--- src/rtl/outfifo_ctrl_pkg.sv ---
// Shared types and constants for the output-FIFO access controller.
package outfifo_ctrl_pkg;

    localparam int DEFAULT_TIMEOUT = 8;

    typedef enum logic [3:0] {
        ST_IDLE     = 4'd0,
        ST_ISSUE_WR = 4'd1,
        ST_ISSUE_RD = 4'd2,
        ST_WAIT     = 4'd3,
        ST_RESP     = 4'd4,
        ST_GAP      = 4'd5
    } state_t;

    typedef enum logic [1:0] {
        GNT_NONE = 2'd0,
        GNT_WR   = 2'd1,
        GNT_RD   = 2'd2
    } gnt_t;

    function automatic logic [7:0] sat_inc8(input logic [7:0] v);
        return (v == 8'hFF) ? v : v + 8'd1;
    endfunction

endpackage

--- src/rtl/rr_arb2.sv ---
// Two-requester round-robin arbiter; the pointer only moves on a tie so a
// lone requester never steals the other's turn.
module rr_arb2
    import outfifo_ctrl_pkg::*;
(
    input  logic clk_i,
    input  logic rst_ni,
    input  logic en_i,
    input  logic req_wr_i,
    input  logic req_rd_i,
    output gnt_t gnt_o
);

    logic ptr_q;
    logic ptr_d;

    // Grant selection; ptr_q = 0 favours the writer on a tie.
    always_comb begin
        gnt_o = GNT_NONE;
        ptr_d = ptr_q;
        if (en_i) begin
            if (req_wr_i && req_rd_i) begin
                gnt_o = ptr_q ? GNT_RD : GNT_WR;
                ptr_d = ~ptr_q;
            end else if (req_wr_i) begin
                gnt_o = GNT_WR;
            end else if (req_rd_i) begin
                gnt_o = GNT_RD;
            end else begin
                gnt_o = GNT_NONE;
            end
        end else begin
            gnt_o = GNT_NONE;
        end
    end

    // Pointer register.
    always_ff @(posedge clk_i or negedge rst_ni) begin
        if (!rst_ni) begin
            ptr_q <= 1'b0;
        end else begin
            ptr_q <= ptr_d;
        end
    end

endmodule

--- src/rtl/outfifo_access_ctrl.sv ---
// Shares the bit-serial output FIFO between the CDR writer and CPU reader,
// turning strobes/levels into edge-style enables with timeout and status.
module outfifo_access_ctrl
    import outfifo_ctrl_pkg::*;
#(
    parameter int DATA_WIDTH = 4,
    parameter int TIMEOUT    = DEFAULT_TIMEOUT,
    parameter int TMO_BITS   = 4
) (
    input  logic                  inClock,
    input  logic                  inReset,
    input  logic                  inBitValid,
    input  logic                  inBit,
    input  logic                  inRdReq,
    input  logic                  inClearErr,
    input  logic                  inFifoDone,
    input  logic                  inFifoFull,
    input  logic                  inFifoEmpty,
    input  logic [DATA_WIDTH-1:0] inFifoData,
    output logic                  outFifoWrEn,
    output logic                  outFifoRdEn,
    output logic                  outFifoBit,
    output logic                  outRdAck,
    output logic                  outRdErr,
    output logic [DATA_WIDTH-1:0] outRdData,
    output logic                  outBitOverrun,
    output logic [7:0]            outWrErrCnt,
    output logic                  outBusy
);

    localparam logic [TMO_BITS-1:0] TMO_LAST = TMO_BITS'(TIMEOUT - 1);

    state_t                state_q, state_d;
    logic                  op_rd_q, op_rd_d;
    logic [TMO_BITS-1:0]   tmo_cnt_q, tmo_cnt_d;
    logic                  hold_full_q, hold_full_d;
    logic                  hold_bit_q, hold_bit_d;
    logic                  wr_en_q, wr_en_d;
    logic                  rd_en_q, rd_en_d;
    logic                  fifo_bit_q, fifo_bit_d;
    logic                  rd_ack_q, rd_ack_d;
    logic                  rd_err_q, rd_err_d;
    logic                  rd_fail_q, rd_fail_d;
    logic [DATA_WIDTH-1:0] rd_data_q, rd_data_d;
    logic                  overrun_q, overrun_d;
    logic [7:0]            err_cnt_q, err_cnt_d;
    logic                  busy_q, busy_d;

    logic                  arb_en_s;
    logic                  req_rd_s;
    gnt_t                  gnt_s;
    logic                  hold_consume_s;
    logic                  wr_fail_s;
    logic                  bit_take_s;
    logic                  bit_drop_s;

    assign req_rd_s = inRdReq & ~rd_ack_q;

    rr_arb2 u_arb (
        .clk_i    (inClock),
        .rst_ni   (inReset),
        .en_i     (arb_en_s),
        .req_wr_i (hold_full_q),
        .req_rd_i (req_rd_s),
        .gnt_o    (gnt_s)
    );

    // Sequencer: grant, issue, wait for done/timeout, respond, re-arm gap.
    always_comb begin
        state_d        = state_q;
        op_rd_d        = op_rd_q;
        tmo_cnt_d      = '0;
        wr_en_d        = wr_en_q;
        rd_en_d        = rd_en_q;
        fifo_bit_d     = fifo_bit_q;
        rd_data_d      = rd_data_q;
        rd_fail_d      = rd_fail_q;
        hold_consume_s = 1'b0;
        wr_fail_s      = 1'b0;
        arb_en_s       = 1'b0;
        case (state_q)
            ST_IDLE: begin
                arb_en_s = 1'b1;
                case (gnt_s)
                    GNT_WR: begin
                        op_rd_d = 1'b0;
                        if (inFifoFull) begin
                            hold_consume_s = 1'b1;
                            wr_fail_s      = 1'b1;
                            state_d        = ST_GAP;
                        end else begin
                            wr_en_d    = 1'b1;
                            fifo_bit_d = hold_bit_q;
                            state_d    = ST_ISSUE_WR;
                        end
                    end
                    GNT_RD: begin
                        op_rd_d = 1'b1;
                        if (inFifoEmpty) begin
                            rd_fail_d = 1'b1;
                            state_d   = ST_RESP;
                        end else begin
                            rd_fail_d = 1'b0;
                            rd_en_d   = 1'b1;
                            state_d   = ST_ISSUE_RD;
                        end
                    end
                    default: begin
                        state_d = ST_IDLE;
                    end
                endcase
            end
            ST_ISSUE_WR, ST_ISSUE_RD: begin
                state_d = ST_WAIT;
            end
            ST_WAIT: begin
                if (inFifoDone) begin
                    wr_en_d = 1'b0;
                    rd_en_d = 1'b0;
                    if (op_rd_q) begin
                        rd_data_d = inFifoData;
                        rd_fail_d = 1'b0;
                        state_d   = ST_RESP;
                    end else begin
                        hold_consume_s = 1'b1;
                        state_d        = ST_GAP;
                    end
                end else if (tmo_cnt_q == TMO_LAST) begin
                    wr_en_d = 1'b0;
                    rd_en_d = 1'b0;
                    if (op_rd_q) begin
                        rd_fail_d = 1'b1;
                        state_d   = ST_RESP;
                    end else begin
                        hold_consume_s = 1'b1;
                        wr_fail_s      = 1'b1;
                        state_d        = ST_GAP;
                    end
                end else begin
                    tmo_cnt_d = tmo_cnt_q + 1'b1;
                end
            end
            ST_RESP: begin
                state_d = ST_GAP;
            end
            ST_GAP: begin
                state_d = ST_IDLE;
            end
            default: begin
                wr_en_d = 1'b0;
                rd_en_d = 1'b0;
                state_d = ST_IDLE;
            end
        endcase
    end

    // Holding register, sticky overrun, error counter and response flags.
    always_comb begin
        bit_take_s  = inBitValid & (~hold_full_q | hold_consume_s);
        bit_drop_s  = inBitValid & hold_full_q & ~hold_consume_s;
        hold_bit_d  = bit_take_s ? inBit : hold_bit_q;
        if (bit_take_s) begin
            hold_full_d = 1'b1;
        end else if (hold_consume_s) begin
            hold_full_d = 1'b0;
        end else begin
            hold_full_d = hold_full_q;
        end
        overrun_d = bit_drop_s | (overrun_q & ~inClearErr);
        err_cnt_d = wr_fail_s ? sat_inc8(err_cnt_q) : err_cnt_q;
        rd_ack_d  = (state_q == ST_RESP);
        rd_err_d  = (state_q == ST_RESP) & rd_fail_q;
        busy_d    = (state_d != ST_IDLE);
    end

    // State and output registers; async reset drops the enables at once.
    always_ff @(posedge inClock or negedge inReset) begin
        if (!inReset) begin
            state_q     <= ST_IDLE;
            op_rd_q     <= 1'b0;
            tmo_cnt_q   <= '0;
            hold_full_q <= 1'b0;
            hold_bit_q  <= 1'b0;
            wr_en_q     <= 1'b0;
            rd_en_q     <= 1'b0;
            fifo_bit_q  <= 1'b0;
            rd_ack_q    <= 1'b0;
            rd_err_q    <= 1'b0;
            rd_fail_q   <= 1'b0;
            rd_data_q   <= '0;
            overrun_q   <= 1'b0;
            err_cnt_q   <= 8'd0;
            busy_q      <= 1'b0;
        end else begin
            state_q     <= state_d;
            op_rd_q     <= op_rd_d;
            tmo_cnt_q   <= tmo_cnt_d;
            hold_full_q <= hold_full_d;
            hold_bit_q  <= hold_bit_d;
            wr_en_q     <= wr_en_d;
            rd_en_q     <= rd_en_d;
            fifo_bit_q  <= fifo_bit_d;
            rd_ack_q    <= rd_ack_d;
            rd_err_q    <= rd_err_d;
            rd_fail_q   <= rd_fail_d;
            rd_data_q   <= rd_data_d;
            overrun_q   <= overrun_d;
            err_cnt_q   <= err_cnt_d;
            busy_q      <= busy_d;
        end
    end

    assign outFifoWrEn   = wr_en_q;
    assign outFifoRdEn   = rd_en_q;
    assign outFifoBit    = fifo_bit_q;
    assign outRdAck      = rd_ack_q;
    assign outRdErr      = rd_err_q;
    assign outRdData     = rd_data_q;
    assign outBitOverrun = overrun_q;
    assign outWrErrCnt   = err_cnt_q;
    assign outBusy       = busy_q;

endmodule
--- config.mk ---
export PLATFORM = sky130hd
export DESIGN_NAME = outfifo_access_ctrl
export DESIGN_NICKNAME = d
export VERILOG_FILES = /design/src/rtl/outfifo_ctrl_pkg.sv /design/src/rtl/rr_arb2.sv /design/src/rtl/outfifo_access_ctrl.sv
export SDC_FILE = /design/constraint.sdc
export NUM_CORES = 1
export LEC_CHECK = 0
export CAP_MARGIN = 20
export CORE_MARGIN = 1
export CORE_UTILIZATION = 40
export DETAILED_ROUTE_END_ITERATION = 7
export PLACE_DENSITY = 0.73
export SYNTH_ARGS = -nofsm -noshare
export SYNTH_HDL_FRONTEND = slang
export SYNTH_SLANG_ARGS = --single-unit
export TNS_END_PERCENT = 1
--- constraint.sdc ---
create_clock -name inClock -period 2.8 [get_ports inClock]
set_input_delay 0.56 -clock inClock [delete_from_list [all_inputs] [get_ports inClock]]
set_output_delay 0.56 -clock inClock [all_outputs]
set_load 0.005 [all_outputs]
==> results.md <==
* Number of instances in the placed design at 224
* Reg2reg start: state_q[2]$_DFF_PN0_
* Multi-input logic area at 738 um^2
* CP arrival at 2650 ps
* Die Area at 4280 um^2
* Clk slew on worst S/H paths at 60 ps
* Critical path class: reg2reg
* Worst Setup SP: state_q[2]$_DFF_PN0_
* CTS Buf Count at 5
* Avg Vias per Cell at 5.30
* RePlAce Congestion at 0.851
* Routed via count at 1230
* Peak Freq at 0.402 GHz
* Placed wire-length estimate at 2380 um
* Hold WS at 470 ps
* Die X at 65.4 um
* Pwr dens at 718 nW/um^2
* Initial antenna violation count at 0
* Critical-path cell list: nor4_2 > and3_1 > inv_1 > ha_1 > nand2_1 > a211oi_1 > or3_1 > or3_1
* Most common cell after layout, fill and taps aside: dfrtp_1
* Number of synthesized register bits at 32
* Top cell family by delay on the critical path: simple AND/OR/NAND/NOR gates
* Final setup violation count at 0
* I/O Buffers at 31
* Fillers at 316
* Cell Rows at 22
* Clock Sinks at 32
* Routed wire length per instance at 13.6 um
* Ys async rst share at 100%
* Reg2Reg Setup Slack at 310 ps
* Post-Syn Nets at 164
* IO Count at 32
* Mapped Area at 1610 um^2
* H-tree lvl count at 2
* Worst slew pin tran at 665 ps
* Sequential cell area fraction in the yosys report at 49.8%
* Final cell count without fillers at 232
* WP buf/inv at 1
* Post-synth EDFFs at 0
* Hold_buf cts at 0
* Pin count of the biggest net entering global routing at 33
* Latest clock arrival within the worst-skew pair at 280 ps
* Register area at 801 um^2
* Leak at 0.000870 uW
* CTS resizes at 0
* CP Launch Type: flip-flop
* Worst R2R End: outBusy$_DFF_PN0_
* DRT Pass-1 Iters at 4
* Ys flop type: dfrtp_1
* Max IR drop VDD at 0.352 mV
* Crit path time final at 2490 ps
* Fin Clk Skew at 2.28 ps
* Crit-path max FO at 10
* Placeable Area at 3770 um^2
* Overflow after GRT at 0
* Root Buffer: clkbuf_8
* Commonest cells after routing, fill and taps aside: 32 x dfrtp_1, 31 x clkdlybuf4s50_1, 9 x inv_1, 9 x nand2_1, 7 x mux2_1
* Slowest-stage cell, CP: dfrtp_1
* Min-delay src: tmo_cnt_q[0]$_DFF_PN0_
* Postcts setup bufs at 0
* Power consumption at 1480 uW
* Number of diodes at 0
* Max-cap violations at 0
* CTS tree: built
* Hold Crit Endpoint: tmo_cnt_q[0]$_DFF_PN0_
* Global-route wire length before repair at 5440 um
* CP endpoint kind: flip-flop
* Status: finished, final reports clean
* RSZ-0062 raised after global routing: false
* Initial DRC count at 37
* Final net count at 201
* Util after Layout at 54.7%
* Crit path largest cell delay at 490 ps
* Gr usage total at 17.1%
* Routed wire length at 3160 um
* Setup_tns at 0 ps
* Drc violations at 0
* Most common cell type on the critical path: or3_1
* Relative slew slack at 55.0%
* Layout cells sized above 1 at 8.70%
* Synth cell types at 42
* Min-Delay Path Class: reg2reg
* Min-Delay Path Depth at 1
* Vias in the first global route at 1229
* Post-synthesis cell count at 146
* Post-detailed-route count of antenna-violating nets at 0
* Yosys warning total at 0
* CP required at 2960 ps
* Syn Area/Cell at 11.0 um^2
* Starting Density at 42.7%
* Period utilization at 88.8%
* Worst R2R Path Depth at 8
* Pins Over Slew Limit at 0
* Fin. Hold Viols at 0
* CTS max path bufs at 2
* Area grow syn2layout at 28.2%
* Vert. Die Dim at 65.4 um
-- metal layers --
layer / track usage, % / wire length (um) / vias up
met1: 20.1 / 1440 / 589
met2: 26.5 / 1460 / 39
met3: 7.81 / 205 / 8
met4: 7.34 / 55 / 0
li1: - / - / 594
met5: 0 / 0 / -
-- power breakdown --
| group | internal, uW | total, uW | switching, uW |
|---|---|---|---|
| clock | 200 | 356 | 156 |
| sequential | 559 | 672 | 114 |
| combinational | 244 | 452 | 208 |
| total | 1000 | 1480 | 478 |
-- Yosys cell counts, drive strengths merged (2+ instances only) --
cell type   n  share of area, %
xnor2       5               2.7
a211oi      4               1.9
o21a        2              0.93
o21ai       6               1.9
nor3        6               1.9
inv         9               2.1
nor2        6               1.4
nand2       9               2.1
nand3       6               1.9
mux2        7               4.9
a2111oi     4               3.7
xor2        6               3.3
dfrtp      32                50
or3         3               1.2
and2        2              0.78
or4         3               1.6
ha          5               3.9
nand3b      2              0.93
a21oi       5               1.6
buf         4               2.0
and3        2              0.78
-- through the flow --
stage	instance area, um^2	setup slack (ps)
finish	2060	313
global route	2060	188
CTS	2060	311
detailed placement	1970	57.8
global placement	1970	83.8
floorplan	1610	379
-- worst max path at each step --
stage                        endpoint  slack (ps)  cells past startpoint
global placement    outBusy$_DFF_PN0_          80                      9
CTS                 outBusy$_DFF_PN0_         310                      8
finish              outBusy$_DFF_PN0_         310                      8
global route        outBusy$_DFF_PN0_         190                      8
detailed placement  outBusy$_DFF_PN0_          60                      9
floorplan           outBusy$_DFF_PN0_         380                      9
-- kinds of logic after synthesis --
kind of cell    Yosys count  share of synthesized area (%)
flops                    32                           49.8
simple gates             48                           17.3
xor+xnor                 11                           5.99
buf+inv                  14                           4.35
mux                       7                           4.90
fa+ha+maj                 5                           3.89
compound gates           28                           13.6
other cells               1                          0.233
-- flip-flops by register name, indices dropped and copies added (netlist names), 4 cells and up --
signal       count
outRdData        4
outWrErrCnt      8
state_q          4
tmo_cnt_q        4
-- cell type report --
class	instances	area share (%)
inverters	9	1.64
clock buffers	8	4.37
well taps	48	2.91
repair buffers	35	16.5
multi-input cells	100	35.8
flip-flops and latches	32	38.8
No activity file was read; power rests on OpenSTA's default activity.
